$ cat src/rtl/alu_nbit_seq.sv
// N-bit ALU with valid/ready handshakes: single-cycle logic/arith/shift ops and
// an iterative shift-add multiply that stalls the input side for WIDTH cycles.
module alu_nbit_seq #(
    parameter int WIDTH = 32
) (
    input  logic             clk,
    input  logic             rst_n,
    input  logic             inValid,
    output logic             inReady,
    input  logic [WIDTH-1:0] dataA,
    input  logic [WIDTH-1:0] dataB,
    input  logic [2:0]       control,
    output logic             outValid,
    input  logic             outReady,
    output logic [WIDTH-1:0] dataOut,
    output logic             carryOut,
    output logic             overflow,
    output logic             zero
);
    localparam int SHW = (WIDTH > 1) ? $clog2(WIDTH) : 1;
    localparam logic [SHW-1:0] CNT_LAST = SHW'(WIDTH - 1);

    typedef enum logic [1:0] {S_IDLE, S_MUL, S_DONE} state_t;

    state_t               state_q, state_d;
    logic [2*WIDTH-1:0]   mcand_q, mcand_d;
    logic [WIDTH-1:0]     mplier_q, mplier_d;
    logic [2*WIDTH-1:0]   acc_q, acc_d;
    logic [SHW-1:0]       cnt_q, cnt_d;
    logic [WIDTH-1:0]     data_out_q, data_out_d;
    logic                 carry_q, carry_d;
    logic                 ovf_q, ovf_d;
    logic                 zero_q, zero_d;
    logic                 in_ready_q, in_ready_d;
    logic                 out_valid_q, out_valid_d;

    logic [WIDTH+1:0]     alu_res;
    logic [2*WIDTH-1:0]   acc_step;

    // Returns {carry, overflow, result} for every single-cycle opcode.
    function automatic logic [WIDTH+1:0] alu_eval(input logic [WIDTH-1:0] a,
                                                  input logic [WIDTH-1:0] b,
                                                  input logic [2:0]       op);
        logic             sub;
        logic [WIDTH-1:0] bp;
        logic [WIDTH-1:0] sum;
        logic [WIDTH-1:0] res;
        logic             c;
        logic             v;
        logic [SHW-1:0]   amt;
        sub = (op == 3'b110) || (op == 3'b111);
        bp  = sub ? ~b : b;
        {c, sum} = {1'b0, a} + {1'b0, bp} + {{WIDTH{1'b0}}, sub};
        v   = (a[WIDTH-1] == bp[WIDTH-1]) && (sum[WIDTH-1] != a[WIDTH-1]);
        amt = b[SHW-1:0];
        res = '0;
        case (op)
            3'b000: begin res = a & b; c = 1'b0; v = 1'b0; end
            3'b001: begin res = a | b; c = 1'b0; v = 1'b0; end
            3'b010: res = sum;
            3'b011: begin
                res = ({1'b0, amt} >= (SHW+1)'(WIDTH)) ? '0 : (a << amt);
                c = 1'b0; v = 1'b0;
            end
            3'b100: begin
                res = ({1'b0, amt} >= (SHW+1)'(WIDTH)) ? '0 : (a >> amt);
                c = 1'b0; v = 1'b0;
            end
            3'b110: res = sum;
            // Signed less-than must fold in overflow, not just the sign bit.
            3'b111: begin
                res = {{(WIDTH-1){1'b0}}, sum[WIDTH-1] ^ v};
                c = 1'b0; v = 1'b0;
            end
            default: begin res = '0; c = 1'b0; v = 1'b0; end
        endcase
        return {c, v, res};
    endfunction

    always_comb begin
        alu_res  = alu_eval(dataA, dataB, control);
        acc_step = mplier_q[0] ? (acc_q + mcand_q) : acc_q;

        state_d     = state_q;
        mcand_d     = mcand_q;
        mplier_d    = mplier_q;
        acc_d       = acc_q;
        cnt_d       = cnt_q;
        data_out_d  = data_out_q;
        carry_d     = carry_q;
        ovf_d       = ovf_q;
        zero_d      = zero_q;
        in_ready_d  = in_ready_q;
        out_valid_d = out_valid_q;

        case (state_q)
            S_IDLE: begin
                if (inValid) begin
                    in_ready_d = 1'b0;
                    if (control == 3'b101) begin
                        mcand_d  = {{WIDTH{1'b0}}, dataA};
                        mplier_d = dataB;
                        acc_d    = '0;
                        cnt_d    = '0;
                        state_d  = S_MUL;
                    end else begin
                        data_out_d  = alu_res[WIDTH-1:0];
                        ovf_d       = alu_res[WIDTH];
                        carry_d     = alu_res[WIDTH+1];
                        zero_d      = (alu_res[WIDTH-1:0] == '0);
                        out_valid_d = 1'b1;
                        state_d     = S_DONE;
                    end
                end
            end
            S_MUL: begin
                acc_d    = acc_step;
                mcand_d  = mcand_q << 1;
                mplier_d = mplier_q >> 1;
                cnt_d    = cnt_q + 1'b1;
                if (cnt_q == CNT_LAST) begin
                    cnt_d       = '0;
                    data_out_d  = acc_step[WIDTH-1:0];
                    ovf_d       = |acc_step[2*WIDTH-1:WIDTH];
                    carry_d     = 1'b0;
                    zero_d      = (acc_step[WIDTH-1:0] == '0);
                    out_valid_d = 1'b1;
                    state_d     = S_DONE;
                end
            end
            S_DONE: begin
                if (outReady) begin
                    out_valid_d = 1'b0;
                    in_ready_d  = 1'b1;
                    state_d     = S_IDLE;
                end
            end
            default: begin
                state_d     = S_IDLE;
                in_ready_d  = 1'b1;
                out_valid_d = 1'b0;
            end
        endcase
    end

    always_ff @(posedge clk or negedge rst_n) begin
        if (!rst_n) begin
            state_q     <= S_IDLE;
            mcand_q     <= '0;
            mplier_q    <= '0;
            acc_q       <= '0;
            cnt_q       <= '0;
            data_out_q  <= '0;
            carry_q     <= 1'b0;
            ovf_q       <= 1'b0;
            zero_q      <= 1'b0;
            in_ready_q  <= 1'b1;
            out_valid_q <= 1'b0;
        end else begin
            state_q     <= state_d;
            mcand_q     <= mcand_d;
            mplier_q    <= mplier_d;
            acc_q       <= acc_d;
            cnt_q       <= cnt_d;
            data_out_q  <= data_out_d;
            carry_q     <= carry_d;
            ovf_q       <= ovf_d;
            zero_q      <= zero_d;
            in_ready_q  <= in_ready_d;
            out_valid_q <= out_valid_d;
        end
    end

    assign inReady  = in_ready_q;
    assign outValid = out_valid_q;
    assign dataOut  = data_out_q;
    assign carryOut = carry_q;
    assign overflow = ovf_q;
    assign zero     = zero_q;
endmodule

$ cat config.mk
export PLATFORM = sky130hd
export DESIGN_NAME = alu_nbit_seq
export DESIGN_NICKNAME = d
export VERILOG_FILES = /design/src/rtl/alu_nbit_seq.sv
export SDC_FILE = /design/constraint.sdc
export NUM_CORES = 1
export LEC_CHECK = 0
export CAP_MARGIN = 10
export CORE_MARGIN = 8
export CORE_UTILIZATION = 30
export CTS_BUF_LIST = sky130_fd_sc_hd__clkbuf_16
export CTS_CLUSTER_SIZE = 12
export DETAILED_ROUTE_END_ITERATION = 8
export HOLD_SLACK_MARGIN = 0.06
export RECOVER_POWER = 100
export REMOVE_ABC_BUFFERS = 1
export SLEW_MARGIN = 25
export SYNTH_ARGS = -nofsm -noshare
export SYNTH_HDL_FRONTEND = slang
export SYNTH_SLANG_ARGS = --single-unit
$ cat constraint.sdc
create_clock -name clk -period 4.9 [get_ports clk]
set_clock_uncertainty 0.2 [all_clocks]
set_input_delay 0.98 -clock clk [delete_from_list [all_inputs] [get_ports clk]]
set_output_delay 0.98 -clock clk [all_outputs]
set_load 0.02 [all_outputs]
==> results by group, run 1 <==
Outcome
  • Status: finished with violations
  • Failing checks: max-capacitance violations, max-slew violations

Cells and area
  • Fin area: roughly 24000 um^2
  • # diodes: 0
  • Multi-input logic area: about 14000 um^2
  • Commonest cells after routing, fill and taps aside: 335 x nand2_1, 316 x buf_4, 278 x nor2_1
  • Final nets: a little under 3k
  • Most common cell after layout, fill and taps aside: nand2_1
  • Layout cells sized above 1: 0.172
  • # fillers: about 6.6k
  • Area growth syn-to-layout: 26.3%
  • Reg area: slightly above 5000 um^2

Worst setup path
  • Worst-path cell chain: ha_1 > and2_0 > a221oi_1 > a211oi_1 > nand2b_1 > o211ai_1 > a211oi_1 > or2_0 > clkbuf_1 > o311ai_1 > a21oi_1 > a211o_1 > nor4_2 > buf_4 > o31ai_1
  • Element type at the critical path end: flop
  • Worst R2R Path Depth: 15
  • R2R Setup Slk: 180 ps
  • Worst stage delay on the critical path: roughly 500 ps
  • Worst-path cell with the longest stage delay: a221oi_1
  • CP Depth: 15
  • Worst Path Arrival: between 4000 and 5000 ps
  • Required time worst endpoint: 5130 ps
  • R2r endpoint: overflow
  • Setup CP Type: reg2reg
  • Worst setup path startpoint: mcand_q[3]
  • Critical Path Sink: overflow
  • Family with the most delay on the worst path: compound AO/OA/AOI/OAI gates
  • R2R Path Start: mcand_q[3]
  • Most used cell, CP: a211oi_1
  • CP bufs+invs: 2
  • Startpoint Class: flop
  • Peak fanout along the critical path: 4

Drt
  • Iteration-0 DRC Markers: 1661
  • DRC violations left: 0
  • Vias post-DR: 20.1k
  • Routed Antenna Nets: 0
  • DR vias/cell: 5.58
  • DR pass1 iterations: 5
  • Routed WL: roughly 79000 um
  • WL/cell: between 20 and 25 um

Synthesis
  • Library cells used by synthesis: 90
  • Synthesized area: 19300 um^2
  • FFs w/ async S/R, synth: 1.00
  • Cell taking the most area after synthesis: dfrtp_1
  • Synth top area share: 0.263
  • Ys flop type: dfrtp_1
  • Post-synthesis sequential area ratio: 0.264
  • Area contributors post-synth: dfrtp_1 26%, nand2_1 6.5%, ha_1 6.5%
  • Mean Syn Cell Area: around 8 um^2
  • Post-synth EDFFs: 0
  • Number of synthesized register bits: 204
  • Yosys warning count: 0
  • Post-Syn Instances: about 2.4k

Timing
  • Slew headroom: -0.943
  • Number of max-slew violations in the final report: around 280
  • # setup viols final: 0
  • Crit share post-route: 0.963
  • Highest clock rate: between 0.2 and 0.25 GHz
  • Slew @ Worst Pin: approximately 2900 ps
  • Setup TNS: 0 ps
  • Final min period: ~4700 ps
  • RSZ-0062 raised after global routing: false
  • Final hold viol count: 0
  • Setup slack after layout: about 180 ps

Power
  • VDD IR max: 0.335 mV
  • Pleak: around 11 nW
  • Design Power: ~12 mW
  • Pwr Density: 479 nW/um^2

GRT
  • Initial antenna violation count: 1
  • Tot GR Track Use: 0.208
  • Pin count of the biggest net entering global routing: about 130
  • Number of global-route vias before repair: roughly 20k
  • First-pass GRT wire length: about 120000 um
  • Total congestion overflow: 0

CTS
  • Worst skew pair latency: ~590 ps
  • CTS Root Cell: clkbuf_16
  • Clock buffer depth: 3
  • CTS Buf Count: 27
  • Sink Count: around 200
  • Hold_buf cts: 0
  • H-tree depth: 1
  • Clock transition at path regs: 60 ps
  • CTS tree: built

Placed design
  • Placed Area: 23500 um^2
  • Dpl hpwl: ~63000 um
  • Worst slack, placed: -749 ps
  • RD Place Congestion: roughly 1.0
  • # port buffers: between 100 and 150

Flow run
  • Max Cap Viol: 5

Floorplan
  • IO Pins: between 100 and 150
  • Starting density of the core: 0.302
  • Die Area: around 73000 um^2
  • Die X: roughly 270 um
  • Die Ht: roughly 270 um
  • Rows: just over 90
  • Core box area: between 60000 and 70000 um^2

Worst hold path
  • Hold Crit Start: dataOut[15]
  • Worst hold path class: reg2reg
  • Worst hold path cell count: 2
-- layer usage --
metal	share of wire	GRT usage	vias to the layer above
li1	-	-	9563
met1	0.44	0.276	9654
met2	0.45	0.338	721
met3	0.063	0.0303	162
met4	0.047	0.0847	2
met5	0.00017	0	-
-- power breakdown --
part / switching [mW] / internal [mW] / leakage (nW)
Clock: 0.846 / 1.17 / 0.438
Combinational: 4.11 / 2.77 / 7.94
Sequential: 0.495 / 2.30 / 2.58
-- cell usage after synthesis (all sizes together) (9+ instances only) --
cell,number
xor2,27
mux4,43
o22ai,10
inv,31
and3,18
o211ai,24
mux2i,84
o31ai,11
o21a,11
a22oi,10
a21oi,199
nand3,34
dfrtp,203
a221oi,12
a31oi,79
o21ai,162
mux2,24
a211o,9
nand2,336
nor2b,18
a21o,69
clkbuf,132
nand2b,27
o21bai,14
buf,35
nor4,9
nor2,279
nand4,37
maj3,29
ha,100
a22o,59
nor3,38
or4,11
xnor2,72
or3,13
a211oi,22
-- worst reg2reg max path: stages, from the launching register on --
cell and delay [ps]:
dfrtp_1 420, ha_1 360, and2_0 190, a221oi_1 500
a211oi_1 160, nand2b_1 240, o211ai_1 370, a211oi_1 250
or2_0 290, clkbuf_1 150, o311ai_1 370, a21oi_1 120
a211o_1 310, nor4_2 410, buf_4 190, o31ai_1 60
-- area by class of cell --
cell class | instances | share of cell area
well taps | 855 | 0.0438
repair buffers | 456 | 0.151
clock buffers | 27 | 0.0277
flip-flops and latches | 204 | 0.209
inverters | 34 | 0.00523
multi-input cells | 2005 | 0.555
clock inverters | 22 | 0.00841
-- kinds of logic (layout without fill, tap and decap cells) --
logic type                 after synthesis  in the layout  synth area share
and+or+nand+nor                        859            859             0.198
AOI/OAI and AO/OA                      765            765             0.258
DFF                                    204            204             0.264
buffers and inverters                  201            539            0.0437
muxes                                  151            151             0.110
adders and majority gates              131            131            0.0818
xor gates and xnor gates                99             99            0.0449
-- stage by stage --
step,std cells,utilization,hold WS [ps]
6_report,3603,0.381,265
5_1_grt,3603,0.381,281
4_1_cts,3598,0.380,211
3_5_place_dp,3549,0.366,259
3_3_place_gp,3549,0.366,252
2_1_floorplan,2243,-,267
-- sequential cells by signal (all words and copies together), names as in the netlist, 2 cells and up --
name and count:
dataOut 32, cnt_q 5, mcand_q 64, acc_q 64, mplier_q 32, state_q 2
-- worst min path at each step --
stage | end | slack [ps]
2_1_floorplan | acc_q[47] | 270
3_3_place_gp | dataOut[25] | 250
3_5_place_dp | dataOut[15] | 260
4_1_cts | cnt_q[4] | 210
5_1_grt | dataOut[25] | 280
6_report | dataOut[15] | 260
-- repair_timing --
item,in CTS,in global routing
endpoints found under the setup margin,1,3
pin swaps,6,12
endpoints found under the hold margin,0,0
resized for setup,7,32
setup buffers,0,5
No activity file was read; power rests on OpenSTA's default activity.
==> inputs of run 2 (changes only) <==
--- a/config.mk
+++ b/config.mk
@@ -7,7 +7,7 @@
 export LEC_CHECK = 0
 export CAP_MARGIN = 10
 export CORE_MARGIN = 8
-export CORE_UTILIZATION = 30
+export CORE_UTILIZATION = 40
 export CTS_BUF_LIST = sky130_fd_sc_hd__clkbuf_16
 export CTS_CLUSTER_SIZE = 12
 export DETAILED_ROUTE_END_ITERATION = 8
==> results by group, run 2 (synthesis results as in run 1) <==
GRT
  • First-pass GRT wire length: 128000 um (+6.1%)
  • Number of global-route vias before repair: 20.8k (+5.7%)
  • Total congestion overflow: 0 (unchanged)
  • Initial antenna violation count: 0 (-1)
  • Tot GR Track Use: 0.295 (+0.0867)
  • Pin count of the biggest net entering global routing: 125 (unchanged)

Floorplan
  • Die Ht: 236 um (-13%)
  • IO Pins: 108 (unchanged)
  • Rows: 80 (-14%)
  • Core box area: 47700 um^2 (-26%)
  • Die Area: 55600 um^2 (-24%)
  • Die X: 236 um (-13%)
  • Starting density of the core: 0.405 (+0.103)

CTS
  • CTS Root Cell: clkbuf_16
  • Sink Count: 204 (unchanged)
  • Clock buffer depth: 3 (unchanged)
  • Worst skew pair latency: 600 ps (about the same)
  • H-tree depth: 1 (unchanged)
  • CTS Buf Count: 28 (+3.7%)
  • Hold_buf cts: 0 (unchanged)
  • Clock transition at path regs: 60 ps (about the same)
  • CTS tree: built

Worst setup path
  • Setup CP Type: in2reg
  • CP bufs+invs: 3 (+1)
  • Startpoint Class: primary input
  • Worst-path cell with the longest stage delay: mux4_1
  • R2R Setup Slk: 290 ps (+110 ps)
  • Most used cell, CP: buf_4
  • Required time worst endpoint: 5220 ps (+90 ps)
  • Worst Path Arrival: 5060 ps (+110 ps)
  • Worst stage delay on the critical path: 580 ps (+80 ps)
  • R2R Path Start: mcand_q[3]
  • Peak fanout along the critical path: 2 (-2)
  • Worst R2R Path Depth: 14 (-1)
  • R2r endpoint: overflow
  • Worst-path cell chain: clkdlybuf4s50_1 > mux4_1 > mux2_1 > mux2i_1 > nor2_1 > a2111oi_4 > buf_4 > nor4b_1 > and4b_2 > nand3_1 > nor4_2 > buf_4 > nand4_1 > or4_1 > o211ai_2
  • Element type at the critical path end: flop
  • Family with the most delay on the worst path: simple AND/OR/NAND/NOR gates

Timing
  • Crit share post-route: 0.968 (+0.00456)
  • # setup viols final: 0 (unchanged)
  • Number of max-slew violations in the final report: 140 (-49%)
  • Setup slack after layout: 159 ps (-22.3 ps)
  • Highest clock rate: 0.211 GHz (-0.47%)
  • Slew @ Worst Pin: 2960 ps (+49.2 ps)
  • Slew headroom: -0.976 (-0.0328)
  • Final min period: 4740 ps (+22.3 ps)
  • Final hold viol count: 0 (unchanged)
  • Min Hold Slack: 262 ps (-2.46 ps)

Power
  • P_sw: 5.60 mW (+2.7%)
  • Clk pwr share: 0.174 (+0.002)
  • Combinational Power Share: 0.589 (about the same)
  • Pleak: 11.0 nW (about the same)
  • Cell-internal power: 6.26 mW (+0.43%)
  • Pwr Density: 492 nW/um^2 (+2.7%)
  • Flop pwr share: 0.237 (-0.002)
  • VDD IR max: 0.280 mV (-16%)
  • Net Sw Frac: 0.472 (+0.00556)

Worst hold path
  • Worst hold path cell count: 2 (unchanged)
  • Hold Crit Start: dataOut[25]
  • Worst hold path class: reg2reg
  • WHS Endpoint: dataOut[25]

Flow run
  • Max Cap Viol: 2 (-3)

Cells and area
  • Fin area: 24100 um^2 (-1.2%)
  • Core Util, Final: 0.505 (+0.124)
  • Layout cells sized above 1: 0.172 (+0.000314)
  • Final nets: 2894 (-0.24%)
  • Regs by FF count: acc_q (64), mcand_q (64)
  • # diodes: 0 (unchanged)
  • Area growth syn-to-layout: 24.8%
  • Most common cell after layout, fill and taps aside: nand2_1
  • Post-route insts no fill: 3358 (-6.8%)
  • Commonest cells after routing, fill and taps aside: 336 x nand2_1, 310 x buf_4, 277 x nor2_1

Drt
  • DR pass1 iterations: 5 (unchanged)
  • DRT met1 WL: 35800 um (+3.8%)
  • DR vias/cell: 6.14 (+10%)
  • Uppermost layer routed: met4
  • WL met2: 39500 um (+11%)
  • Routed WL: 84800 um (+7.7%)
  • DRC violations left: 0 (unchanged)
  • Routed Antenna Nets: 0 (unchanged)
  • WL/cell: 25.3 um (+16%)
  • Met3 wire length: 4990 um (+0.95%)
  • Vias post-DR: 20.6k (+2.5%)
  • Iteration-0 DRC Markers: 1849 (+11%)

Placed design
  • RD Place Congestion: 1.00 (-2.7%)
  • Worst slack, placed: -945 ps (-196 ps)
  • # port buffers: 107 (unchanged)
  • Dpl cells: 3303 (-6.9%)
  • Dpl hpwl: 66900 um (+6.9%)
  • Placed Area: 23100 um^2 (-1.4%)

Outcome
  • Status: finished with violations
  • Failing checks: max-capacitance violations, max-slew violations
## run 2: changes by cell type in the layout (fill, tap and decap cells not counted), sizes merged
cell,previous run,this run
buf,329,324
clkbuf,52,50
clkdlybuf4s25,0,1
clkinv,13,17
dlymetal6s2s,2,1
inv,37,35
## run 2: routing by layer
| metal | GRT usage | vias up |
|---|---|---|
| met5 | 0 | - |
| met4 | 0.131 | 0 |
| met3 | 0.0374 | 208 |
| met2 | 0.497 | 786 |
| met1 | 0.375 | 10100 |
| li1 | - | 9543 |
## run 2: repair_timing
action / 4_1_cts / 5_1_grt
buffers inserted: 0 / 3
gates resized for setup: 8 / 22
endpoints found under the setup margin: 2 / 5
pin swaps: 3 / 10
## run 2: power groups by stage
stage	Combinational (mW)	Clock, mW	Sequential (mW)
finish	6.99	2.07	2.80
global route	7.59	2.17	2.89
CTS	6.94	2.12	2.80
detailed placement	6.90	0	2.82
global placement	6.86	0	2.80
floorplan	4.20	0	2.87
## run 2: layout make-up
type                       count  area (um^2)
tap                          615          769
sequential                   204         5110
clock inverter                24          224
timing repair buffer         448         3670
inverter                      34          128
fill                        4725        23600
multi-input combinational   2005        13500
clock buffer                  28          701
## run 2: stage by stage
step | TNS, ps | total power, mW
after floorplan | -149590 | 7.08
after detailed placement | -6360 | 9.72
after CTS | 0 | 11.9
after global routing | -1.29 | 12.7
final | 0 | 11.9
after global placement | -4870 | 9.66
## run 2: worst max path at each step
stage	depth (start not counted)	from	slack [ps]	to
floorplan	5	control[2]	-3360	acc_q[32]
global placement	19	control[2]	-800	zero
detailed placement	19	control[2]	-940	zero
CTS	20	control[2]	20	zero
global route	15	dataA[19]	-1	zero
finish	15	dataA[24]	160	zero
## run 2: tightest hold or removal path: stages, from the launching register on
cell and delay [ps]:
dfrtp_1 340, nand2_1 50, nand2_1 50
==> inputs of run 3 (changes only) <==
--- a/config.mk
+++ b/config.mk
@@ -5,6 +5,7 @@
 export SDC_FILE = /design/constraint.sdc
 export NUM_CORES = 1
 export LEC_CHECK = 0
+export ABC_AREA = 0
 export CAP_MARGIN = 10
 export CORE_MARGIN = 8
 export CORE_UTILIZATION = 40
==> results of run 3 <==
The final DEF is identical to that of run 2; final timing and power are the same.
